<file path="config.mk">
export PLATFORM = sky130hd
export DESIGN_NAME = water_supply_arbiter_flat
export DESIGN_NICKNAME = d
export VERILOG_FILES = /design/src/rtl/water_supply_arbiter_if.sv /design/src/rtl/water_supply_arbiter.sv /design/src/flat_wrapper.sv
export SDC_FILE = /design/constraint.sdc
export NUM_CORES = 1
export LEC_CHECK = 0
export CAP_MARGIN = 15
export CELL_PAD_IN_SITES_DETAIL_PLACEMENT = 0
export CELL_PAD_IN_SITES_GLOBAL_PLACEMENT = 1
export CORE_MARGIN = 2
export CORE_UTILIZATION = 40
export DETAILED_ROUTE_END_ITERATION = 7
export GPL_TIMING_DRIVEN = 0
export PLACE_DENSITY_LB_ADDON = 0.1
export SYNTH_ARGS = -nofsm -noshare
export SYNTH_HDL_FRONTEND = slang
export SYNTH_SLANG_ARGS = --single-unit
</file>
<file path="constraint.sdc">
create_clock -name clk -period 3.8 [get_ports clk]
set_input_delay 0.57 -clock clk [delete_from_list [all_inputs] [get_ports clk]]
set_output_delay 0.57 -clock clk [all_outputs]
set_load 0.01 [all_outputs]
</file>
<file path="src/rtl/water_supply_arbiter_if.sv">
// Handshake bundle between the per-machine controllers (master) and the
// shared-inlet arbiter (slave).
interface water_supply_arbiter_if #(
   parameter int N_MACH = 4
);
   logic [N_MACH-1:0] req;
   logic [N_MACH-1:0] grant;
   logic [2:0]        grant_id;
   logic              supply_valve;
   logic              busy;
   logic              timeout;

   modport master (
      output req,
      input  grant, grant_id, supply_valve, busy, timeout
   );

   modport slave (
      input  req,
      output grant, grant_id, supply_valve, busy, timeout
   );
endinterface

</file>
<file path="src/rtl/water_supply_arbiter.sv">
// Round-robin owner of the shared mains inlet with a settle gap between owners.
// Define WATER_ARB_TIMEOUT_EN to pre-empt an owner after MAX_GRANT cycles.
//
// state   | meaning
// IDLE    | no owner, valve closed
// GRANTED | one owner, valve open
// GAP     | dead time between owners, valve closed
module water_supply_arbiter #(
   parameter int         N_MACH     = 4,
   parameter logic [7:0] MAX_GRANT  = 8'd200,
   parameter logic [3:0] GAP_CYCLES = 4'd2
) (
   input logic                   clk,
   input logic                   reset,
   water_supply_arbiter_if.slave arb
);
   typedef enum logic [1:0] {IDLE, GRANTED, GAP} state_t;

   state_t            state;
   logic [N_MACH-1:0] grant_r;
   logic [2:0]        grant_id_r;
   logic              supply_valve_r;
   logic              busy_r;
   logic              timeout_r;
   logic [2:0]        rr_ptr;
   logic [3:0]        gap_cnt;
`ifdef WATER_ARB_TIMEOUT_EN
   logic [7:0]        hold_cnt;
`endif

   logic              any_req;
   logic              owner_req;
   logic [2:0]        win_idx;
   logic [2:0]        next_ptr;
   logic [N_MACH-1:0] win_onehot;

   // Rotating priority: the i-th candidate is (rr_ptr + i) mod N_MACH.
   always_comb begin
      any_req = 1'b0;
      win_idx = '0;
      for (int i = 0; i < N_MACH; i++) begin
         for (int j = 0; j < N_MACH; j++) begin
            if (!any_req && arb.req[j] &&
                ((j == int'(rr_ptr) + i) || (j + N_MACH == int'(rr_ptr) + i))) begin
               any_req = 1'b1;
               win_idx = 3'(j);
            end
         end
      end
      next_ptr = (win_idx == 3'(N_MACH - 1)) ? 3'd0 : win_idx + 3'd1;
      for (int k = 0; k < N_MACH; k++) begin
         win_onehot[k] = (win_idx == 3'(k));
      end
      owner_req = |(arb.req & grant_r);
   end

   always_ff @(posedge clk) begin
      if (reset) begin
         state          <= IDLE;
         grant_r        <= '0;
         grant_id_r     <= '0;
         supply_valve_r <= 1'b0;
         busy_r         <= 1'b0;
         timeout_r      <= 1'b0;
         rr_ptr         <= '0;
         gap_cnt        <= '0;
`ifdef WATER_ARB_TIMEOUT_EN
         hold_cnt       <= '0;
`endif
      end else begin
         timeout_r <= 1'b0;
         case (state)
            IDLE: begin
               if (any_req) begin
                  state          <= GRANTED;
                  grant_r        <= win_onehot;
                  grant_id_r     <= win_idx;
                  supply_valve_r <= 1'b1;
                  busy_r         <= 1'b1;
                  rr_ptr         <= next_ptr;
`ifdef WATER_ARB_TIMEOUT_EN
                  hold_cnt       <= 8'd1;
`endif
               end
            end

            GRANTED: begin
               // A release wins over a coincident timeout, so no pulse then.
               if (!owner_req) begin
                  state          <= GAP;
                  grant_r        <= '0;
                  grant_id_r     <= '0;
                  supply_valve_r <= 1'b0;
                  gap_cnt        <= GAP_CYCLES;
`ifdef WATER_ARB_TIMEOUT_EN
               end else if (hold_cnt == MAX_GRANT) begin
                  state          <= GAP;
                  grant_r        <= '0;
                  grant_id_r     <= '0;
                  supply_valve_r <= 1'b0;
                  gap_cnt        <= GAP_CYCLES;
                  timeout_r      <= 1'b1;
               end else begin
                  hold_cnt       <= hold_cnt + 8'd1;
`endif
               end
            end

            GAP: begin
               if (gap_cnt > 4'd1) begin
                  gap_cnt <= gap_cnt - 4'd1;
               end else begin
                  gap_cnt <= '0;
                  if (any_req) begin
                     state          <= GRANTED;
                     grant_r        <= win_onehot;
                     grant_id_r     <= win_idx;
                     supply_valve_r <= 1'b1;
                     rr_ptr         <= next_ptr;
`ifdef WATER_ARB_TIMEOUT_EN
                     hold_cnt       <= 8'd1;
`endif
                  end else begin
                     state  <= IDLE;
                     busy_r <= 1'b0;
                  end
               end
            end

            default: begin
               state          <= IDLE;
               grant_r        <= '0;
               grant_id_r     <= '0;
               supply_valve_r <= 1'b0;
               busy_r         <= 1'b0;
            end
         endcase
      end
   end

   assign arb.grant        = grant_r;
   assign arb.grant_id     = grant_id_r;
   assign arb.supply_valve = supply_valve_r;
   assign arb.busy         = busy_r;
   assign arb.timeout      = timeout_r;

endmodule

</file>
<file path="src/flat_wrapper.sv">
// flat-port wrapper written by rule: the top's interface ports become plain ports
module water_supply_arbiter_flat 
#(
   parameter int         N_MACH     = 4,
   parameter logic [7:0] MAX_GRANT  = 8'd200,
   parameter logic [3:0] GAP_CYCLES = 4'd2
)
  (clk, reset, arb_req, arb_grant, arb_grant_id, arb_supply_valve, arb_busy, arb_timeout);
  water_supply_arbiter_if #(.N_MACH(N_MACH)) arb_i ();
  input logic clk;
  input logic reset;
  input wire logic [$bits(arb_i.req)-1:0] arb_req;
  output wire logic [$bits(arb_i.grant)-1:0] arb_grant;
  output wire logic [$bits(arb_i.grant_id)-1:0] arb_grant_id;
  output wire logic [$bits(arb_i.supply_valve)-1:0] arb_supply_valve;
  output wire logic [$bits(arb_i.busy)-1:0] arb_busy;
  output wire logic [$bits(arb_i.timeout)-1:0] arb_timeout;
  assign arb_i.req = arb_req;
  assign arb_grant = arb_i.grant;
  assign arb_grant_id = arb_i.grant_id;
  assign arb_supply_valve = arb_i.supply_valve;
  assign arb_busy = arb_i.busy;
  assign arb_timeout = arb_i.timeout;
  water_supply_arbiter #(.N_MACH(N_MACH), .MAX_GRANT(MAX_GRANT), .GAP_CYCLES(GAP_CYCLES)) u_core (.clk(clk), .reset(reset), .arb(arb_i));
endmodule
</file>
==> impl_metrics.ini, run 1 <==
[timing]
grt_setup_unrepaired = false
post-route-period-util_pct = 59.1
setup_viol_count_final = 0
post-route-min-period_ns = 2.25
finalClockSkew_ns = 0.000985
slew_headroom_pct = 51.4
worstMarginPinSlew_ns = 0.725
hold_viol = 0
setup_tns_ns = 0
clock.fmax_ghz = 0.445
slew_viol_final = 0

[power]
power_density_nw_per_um2 = 424
p_sw_w = 0.000143
p_sw_share_pct = 31.4
peakVddDrop_v = 0.000214
power_frac_seq_pct = 45.2
comb_power_share_pct = 29.4
p_clk_share_pct = 25.4
cell_internal_pwr_w = 0.000312
cellLeakagePower_nw = 0.399

[grt]
grtUsageTotal_pct = 15.6
grt_pass1_vias = 666
grt_overflow = 0
grt_pass1_wl_um = 3040
antenna_found_initial = 0
grt_max_degree = 11

[die]
ios = 16
floorplan.initialDensity_pct = 43.3
die-width_um = 50.6
die_area_sq_um = 2560
fp-row-count = 16
placeableCoreArea_sq_um = 2000
die_h_um = 50.6

[clock_tree]
cts_resized = 0
clockRootBuffer = clkbuf_4
cts_buffers = 3
postCtsSetupRepairBufs = 0
htree_levels = 1
clock-sinks = 16
insertion_delay_ns = 0.29
clockBufferDepth = 2
cts_tree = built
ctsHoldBuffers = 0
path_clk_slew_ns = 0.10

[routing]
vias = 732
drt_drc_violations_left = 0
finalWirelength_um = 1750
drt-wirelength-per-cell_um = 13.0
drtIter0Drc = 34
drt-vias-per-instance = 5.42
ant_nets = 0
dr.pass1.iters = 4

[setup_path]
cp-endpoint = u_core.rr_ptr[1]
critPathKind = in2reg
critPathCaptureType = flop
path_max_fanout = 6
reg2reg_to = u_core.arb.grant_id[0]
r2r_cells = 6
reg2reg_slack_ns = 1.88
startpoint = arb_req[2]
critPathRequiredTime_ns = 4.01
reg2reg_from = u_core.gap_cnt[0]
crit_arrival_ns = 2.46
crit_path_start_kind = input pin

[worst_hold_path]
whs_path_depth = 2
worstHoldStart = u_core.gap_cnt[1]
hp-class = reg2reg

[finish]
post-route-util_pct = 53.5
antenna_cells = 0
stdcell_area_sq_um = 1070
nNetsFinal = 121
fill_cells = 184
final_layout_size_suffix_gt1_share_pct = 12.0
area_growth_pct = 23.5

[logic_synthesis]
synth_warnings = 0
netlist_instances = 90
ys.flop_type = dfxtp_1
synth_top_cell_by_area = dfxtp_1
ys_seq_area_share_pct = 36.9
ys_seq_elements = 16
netlist_area_sq_um = 867
yosysMostFrequentCell = dfxtp_1
synthArstFlopShare_pct = 0
synth.distinct_cells = 37
synthTopCellsByArea = dfxtp_1 37%, ha_1 8.7%, a22o_1 6.1%
avgSynthCellArea_sq_um = 9.63
synthTopCellsByCount = 16 x dfxtp_1, 8 x a21oi_1, 7 x inv_1
synth-edff-count = 0
synth_top_area_share_pct = 36.9

[run_status]
status = completed

[placement]
port_buffers = 13
placed_area_sq_um = 1030
gp_congestion = 0.787
dpl.hpwl_um = 1320

[job]
max_cap_violations = 0
[kinds of logic after synthesis]
family / Yosys count / share of synthesized area [%]
other: 1 / 0.432
and+or+nand+nor: 24 / 17.6
buffers and inverters: 10 / 5.19
muxes: 1 / 1.15
DFF: 16 / 36.9
adders and majority gates: 6 / 8.66
AOI/OAI and AO/OA: 32 / 30.0
[per-stage QoR]
step / worst slack, ns / total power (W) / std cells / hold slack [ns]
after floorplan: 2.06 / 0.000292 / 91 / 0.440
after global placement: 1.23 / 0.000342 / 131 / 0.460
after detailed placement: 1.24 / 0.000342 / 131 / 0.463
after CTS: 1.53 / 0.000457 / 135 / 0.477
after global routing: 1.39 / 0.000483 / 135 / 0.516
final: 1.55 / 0.000454 / 135 / 0.476
[routing by layer]
metal  part of all wire [%]  global-route usage, %  vias up
li1                       -                      -      368
met1                     52                   23.3      341
met2                     41                   21.5       21
met3                    5.4                   2.98        2
met4                    1.4                   6.76        0
met5                      0                      0        -
[cell type report]
| cell class | instances | area, sq um | area share (%) |
|---|---|---|---|
| buffer | 3 | 18.8 | 1.75 |
| clock buffer | 4 | 36.3 | 3.39 |
| inverter | 7 | 26.3 | 2.45 |
| multi-input combinational | 65 | 505 | 47.2 |
| sequential | 16 | 320 | 29.9 |
| tap | 27 | 33.8 | 3.15 |
| timing repair buffer | 13 | 130 | 12.1 |
[state kept, by name (all words and copies together) (netlist names)]
| register | count |
|---|---|
| u_core.rr_ptr | 2 |
| u_core.arb.supply_valve | 1 |
| u_core.gap_cnt | 4 |
| u_core.state | 2 |
| u_core.arb.busy | 1 |
| u_core.arb.grant | 4 |
| u_core.arb.grant_id | 2 |
[power groups by stage]
stage | logic (W) | registers, W | clock network (W)
4_1_cts | 0.000134 | 0.000206 | 0.000118
5_1_grt | 0.000148 | 0.000209 | 0.000126
3_5_place_dp | 0.000133 | 0.000210 | 0
6_report | 0.000134 | 0.000206 | 0.000115
3_3_place_gp | 0.000132 | 0.000210 | 0
2_1_floorplan | 0.0000811 | 0.000211 | 0
[cells in the final DEF (no fill, tap or decap), types with 2 or more instances in the layout]
master | synthesis | final
ha_1 | 6 | 6
clkdlybuf4s50_1 | 0 | 13
nor3_1 | 2 | 2
a22oi_1 | 2 | 2
dfxtp_1 | 16 | 16
a21oi_1 | 8 | 8
clkbuf_4 | 0 | 3
a22o_1 | 6 | 6
buf_4 | 2 | 2
o21a_1 | 2 | 2
or3_1 | 2 | 2
nand2_1 | 3 | 3
nor2_1 | 5 | 5
conb_1 | 1 | 2
a211oi_1 | 4 | 4
inv_1 | 7 | 7
nor2b_1 | 2 | 2
[worst min-delay path by stage]
stage,slack [ns],end
after CTS,0.48,u_core.gap_cnt[1]
after detailed placement,0.46,u_core.gap_cnt[1]
after floorplan,0.44,u_core.gap_cnt[1]
final,0.48,u_core.gap_cnt[1]
after global routing,0.52,u_core.gap_cnt[1]
after global placement,0.46,u_core.gap_cnt[1]
[critical path, cell delays in order]
cell and delay, ns:
clkdlybuf4s50_1 0.52, mux2i_1 0.19, nor2_1 0.06, nor3_1 0.56, ha_1 0.37, a211oi_1 0.20
No activity file was read; power rests on OpenSTA's default activity.
==> run 2, diff against run 1 <==
--- a/config.mk
+++ b/config.mk
@@ -9,7 +9,7 @@
 export CELL_PAD_IN_SITES_DETAIL_PLACEMENT = 0
 export CELL_PAD_IN_SITES_GLOBAL_PLACEMENT = 1
 export CORE_MARGIN = 2
-export CORE_UTILIZATION = 40
+export CORE_UTILIZATION = 34
 export DETAILED_ROUTE_END_ITERATION = 7
 export GPL_TIMING_DRIVEN = 0
 export PLACE_DENSITY_LB_ADDON = 0.1
==> constraint.sdc (replaced) <==
create_clock -name clk -period 1.9 [get_ports clk]
set_input_delay 0.285 -clock clk [delete_from_list [all_inputs] [get_ports clk]]
set_output_delay 0.285 -clock clk [all_outputs]
set_load 0.01 [all_outputs]
==> run 2 against run 1 <==
  * Setup slack worse by 1.5 ns
  * Sequential power up 100%
  * Cell count up 1.5%
  * Critical path type unchanged
==> impl_metrics.ini, run 2 (synthesis gave the netlist of run 1 again) <==
[power]
cellLeakagePower_nw = 0.414
peakVddDrop_v = 0.000447
power_density_nw_per_um2 = 802

[routing]
drt_drc_violations_left = 0
drt-vias-per-instance = 5.26
vias = 721
drt-wirelength-per-cell_um = 13.9
dr.pass1.iters = 4
drtIter0Drc = 15
ant_nets = 0
finalWirelength_um = 1900

[setup_path]
critPathCaptureType = flop
critPathMaxStageDelay_ns = 0.51
critPathRequiredTime_ns = 2.10
crit_arrival_ns = 2.00
crit_path_cell_trace = clkdlybuf4s50_1 > a21oi_1 > a2bb2oi_1 > ha_1 > or4_1 > o32ai_1
path_max_fanout = 4
critPathKind = in2reg
critPathSlowestCell = or4_1
crit_path_start_kind = input pin

[finish]
nNetsFinal = 121
fill_cells = 248
final_layout_size_suffix_gt1_share_pct = 13.1
seq_area_sq_um = 322
antenna_cells = 0
multiInputGateArea_sq_um = 519
mostFrequentLayoutCells = 15 x dfxtp_1, 10 x clkdlybuf4s50_1, 8 x a21oi_1, 7 x inv_1
layout_commonest_cell = dfxtp_1
instances_no_fill = 137
area_growth_pct = 24.5

[clock_tree]
ctsHoldBuffers = 0
cts_buffers = 3
insertion_delay_ns = 0.28
cts_tree = built
path_clk_slew_ns = 0.09
htree_levels = 1
clockRootBuffer = clkbuf_4
clock-sinks = 16
clockBufferDepth = 2
postCtsSetupRepairBufs = 0
cts_resized = 3

[timing]
whs_ns = 0.472
worstMarginPinSlew_ns = 0.512
setup_viol_count_final = 0
post-route-period-util_pct = 94.9
slew_headroom_pct = 65.9
hold_viol = 0
post-route-min-period_ns = 1.80
clock.fmax_ghz = 0.555
finalClockSkew_ns = 0.000390
setup_ws_ns = 0.0966
grt_setup_unrepaired = false
slew_viol_final = 0

[run_status]
status = completed

[grt]
antenna_found_initial = 0
grt_max_degree = 11
grt_overflow = 0
grtUsageTotal_pct = 15.0
grt_pass1_wl_um = 3140
grt_pass1_vias = 664

[placement]
gp_congestion = 0.783
dp_slack_ns = -0.354
dpl.hpwl_um = 1440
place_inst = 134
port_buffers = 13

[job]
max_cap_violations = 0

[die]
die_area_sq_um = 2970
die_h_um = 54.5
ios = 16
floorplan.initialDensity_pct = 35.3
placeableCoreArea_sq_um = 2450
fp-row-count = 18
die-width_um = 54.5

[worst_hold_path]
hp-class = reg2reg
run 2: area by class of cell:
class                           instances  area share (%)
Multi-Input combinational cell         65            48.1
Timing Repair Buffer                   13            12.4
Buffer                                  3            1.74
Sequential cell                        16            29.8
Inverter                                7            2.43
Clock buffer                            3            2.09
Tap cell                               30            3.48
run 2: stage by stage:
stage | utilization, % | power, W | area [sq um] | TNS (ns)
2_1_floorplan | - | 0.000584 | 871 | 0
3_3_place_gp | 42.3 | 0.000688 | 1040 | -1.66
3_5_place_dp | 42.3 | 0.000686 | 1040 | -1.67
4_1_cts | 43.7 | 0.000879 | 1070 | 0
5_1_grt | 44.0 | 0.000927 | 1080 | 0
6_report | 44.0 | 0.000866 | 1080 | 0
run 2: power breakdown:
part / switching (W) / internal (W) / leakage [nW] / total [W]
combinational: 0.000141 / 0.000131 / 0.268 / 0.000271
clock: 0.000108 / 0.0000737 / 0.0138 / 0.000182
sequential: 0.0000354 / 0.000378 / 0.132 / 0.000413
total: 0.000284 / 0.000582 / 0.414 / 0.000866
run 2: worst paths after layout:
check | start | endpoint | slack (ns) | depth (start not counted)
worst min-delay path | u_core.gap_cnt[1] | u_core.gap_cnt[1] | 0.47 | 2
worst min register to register | u_core.gap_cnt[1] | u_core.gap_cnt[1] | 0.47 | 2
worst max register to register | u_core.gap_cnt[0] | u_core.rr_ptr[0] | 0.17 | 6
worst max-delay path | arb_req[3] | u_core.rr_ptr[0] | 0.1 | 6
run 2: metal layers:
| layer | wire, um | GRT usage (%) | part of all wire (%) |
|---|---|---|---|
| met5 | 0 | 0 | 0 |
| met4 | 12 | 2.92 | 0.63 |
| met3 | 59 | 4.92 | 3.1 |
| met2 | 832 | 21.9 | 44 |
| met1 | 999 | 21.3 | 52 |
run 2: worst max-delay path, delay by kind of cell:
| family | cells | cell delay, ns |
|---|---|---|
| simple gates | 1 | 0.51 |
| fa+ha+maj | 1 | 0.24 |
| compound gates | 3 | 0.45 |
| buf+inv | 1 | 0.50 |
==> run 3, diff against run 2 <==
--- a/config.mk
+++ b/config.mk
@@ -13,6 +13,7 @@
 export DETAILED_ROUTE_END_ITERATION = 7
 export GPL_TIMING_DRIVEN = 0
 export PLACE_DENSITY_LB_ADDON = 0.1
+export REMOVE_ABC_BUFFERS = 1
 export SYNTH_ARGS = -nofsm -noshare
 export SYNTH_HDL_FRONTEND = slang
 export SYNTH_SLANG_ARGS = --single-unit
==> run 3 against run 2 <==
  * Non-clock buffer count fell by 3
  * Cell count fell by 2.2%
  * Sequential power barely moved
  * Setup slack improved by 0.038 ns
  * Clock power barely moved
  * Flip-flop and latch count did not move
  * Largest cell class unchanged
==> impl_metrics.ini, run 3 (synthesis gave the netlist of run 1 again) <==
[clock_tree]
postCtsSetupRepairBufs = 0
insertion_delay_ns = 0.28
clockRootBuffer = clkbuf_4
cts_buffers = 3
htree_levels = 1
cts_tree = built
clock-sinks = 16
clockBufferDepth = 2
path_clk_slew_ns = 0.09

[routing]
drt-vias-per-instance = 5.39
drt_drc_violations_left = 0
drtIter0Drc = 3
vias = 722
finalWirelength_um = 1890
ant_nets = 0
drt-wirelength-per-cell_um = 14.1
dr.pass1.iters = 4

[timing]
post-route-min-period_ns = 1.77
whs_ns = 0.489
slew_viol_final = 0
worstMarginPinSlew_ns = 0.606
clock.fmax_ghz = 0.567
setup_viol_count_final = 0
post-route-period-util_pct = 92.9
hold_viol = 0
finalClockSkew_ns = 0.00215
slew_headroom_pct = 59.5
grt_setup_unrepaired = false

[finish]
area_growth_pct = 23.7
antenna_cells = 0
mostFrequentLayoutCells = 15 x dfxtp_1, 10 x clkdlybuf4s50_1, 7 x inv_1, 7 x a21oi_1
fill_cells = 254
nNetsFinal = 118
post-route-util_pct = 43.7
layout_commonest_cell = dfxtp_1
final_layout_size_suffix_gt1_share_pct = 14.4

[die]
die_area_sq_um = 2970
fp-row-count = 18
die-width_um = 54.5
die_h_um = 54.5
floorplan.initialDensity_pct = 35.3
ios = 16
placeableCoreArea_sq_um = 2450

[setup_path]
critPathRequiredTime_ns = 2.10
crit_path_start_kind = input pin
crit_arrival_ns = 1.96
path_buf_inv = 1
critPathCaptureType = flop
path_max_fanout = 4
critPathSlowestCell = clkdlybuf4s50_1
critPathMaxStageDelay_ns = 0.52
cp_top_family = buffers and inverters
critPathKind = in2reg
crit_path_cell_trace = clkdlybuf4s50_1 > a21oi_2 > a2bb2oi_2 > ha_1 > or4_1 > o32ai_1

[grt]
antenna_found_initial = 0
grtUsageTotal_pct = 14.7
grt_pass1_wl_um = 3130
grt_overflow = 0
grt_max_degree = 15
grt_pass1_vias = 690

[power]
p_sw_w = 0.000288
cell_internal_pwr_w = 0.000583
p_sw_share_pct = 33.0
comb_power_share_pct = 31.7
peakVddDrop_v = 0.000419
cellLeakagePower_nw = 0.397
power_frac_seq_pct = 47.7
power_density_nw_per_um2 = 813
p_clk_share_pct = 20.6

[placement]
dpl.hpwl_um = 1340
port_buffers = 13
gp_congestion = 0.677

[run_status]
status = completed

[worst_hold_path]
hp-class = reg2reg

[job]
max_cap_violations = 0
run 3: stage by stage:
| stage | setup TNS [ns] | cell area [sq um] | instances | worst slack, ns | total power (W) |
|---|---|---|---|---|---|
| 2_1_floorplan | 0 | 852 | 88 | 0.314 | 0.000578 |
| 3_3_place_gp | -2.09 | 1020 | 131 | -0.413 | 0.000684 |
| 3_5_place_dp | -2.06 | 1020 | 131 | -0.444 | 0.000684 |
| 4_1_cts | 0 | 1050 | 134 | 0.0136 | 0.000869 |
| 5_1_grt | 0 | 1070 | 134 | 0.000645 | 0.000930 |
| 6_report | 0 | 1070 | 134 | 0.135 | 0.000871 |
run 3: timing repair:
item	4_1_cts	5_1_grt
hold buffers	0	0
pin swaps	0	0
gates resized for setup	4	5
setup endpoints to repair	6	2
run 3: path summary, 6_finish.rpt:
kind	depth (start not counted)	endpoint	start	slack [ns]
worst max-delay path	6	u_core.rr_ptr[0]	arb_req[3]	0.13
worst min-delay path	2	u_core.gap_cnt[1]	u_core.gap_cnt[1]	0.49
worst max register to register	6	u_core.rr_ptr[0]	u_core.gap_cnt[0]	0.19
worst min register to register	2	u_core.gap_cnt[1]	u_core.gap_cnt[1]	0.49
run 3: area by class of cell:
| cell class | instances | area [sq um] | area share (%) |
|---|---|---|---|
| clock buffers | 3 | 22.5 | 2.10 |
| inverters | 7 | 26.3 | 2.45 |
| flip-flops and latches | 16 | 322 | 30.0 |
| repair buffers | 13 | 130 | 12.1 |
| multi-input cells | 65 | 534 | 49.8 |
| well taps | 30 | 37.5 | 3.50 |
run 3: worst reg2reg max path: cells and delay by family, from the launching register on:
family | cells | cell delay, ns
buffers and inverters | 1 | 0.08
and+or+nand+nor | 2 | 0.58
DFF | 1 | 0.34
adders and majority gates | 1 | 0.19
AOI/OAI and AO/OA | 2 | 0.44
run 3: power groups by stage:
| stage | logic [W] | clock network [W] | registers (W) |
|---|---|---|---|
| floorplan | 0.000156 | 0 | 0.000422 |
| global placement | 0.000265 | 0 | 0.000419 |
| detailed placement | 0.000265 | 0 | 0.000419 |
| CTS | 0.000271 | 0.000186 | 0.000413 |
| global route | 0.000313 | 0.000195 | 0.000422 |
| finish | 0.000276 | 0.000179 | 0.000416 |
run 3: routing by layer:
metal  up-vias  part of all wire [%]  global-route usage [%]  routed length, um
li1        363                     -                       -                  -
met1       342                    51                    21.2                970
met2        13                    44                    21.3                825
met3         4                   3.4                    2.73                 65
met4         0                   1.3                    6.25                 24
met5         -                     0                       0                  0
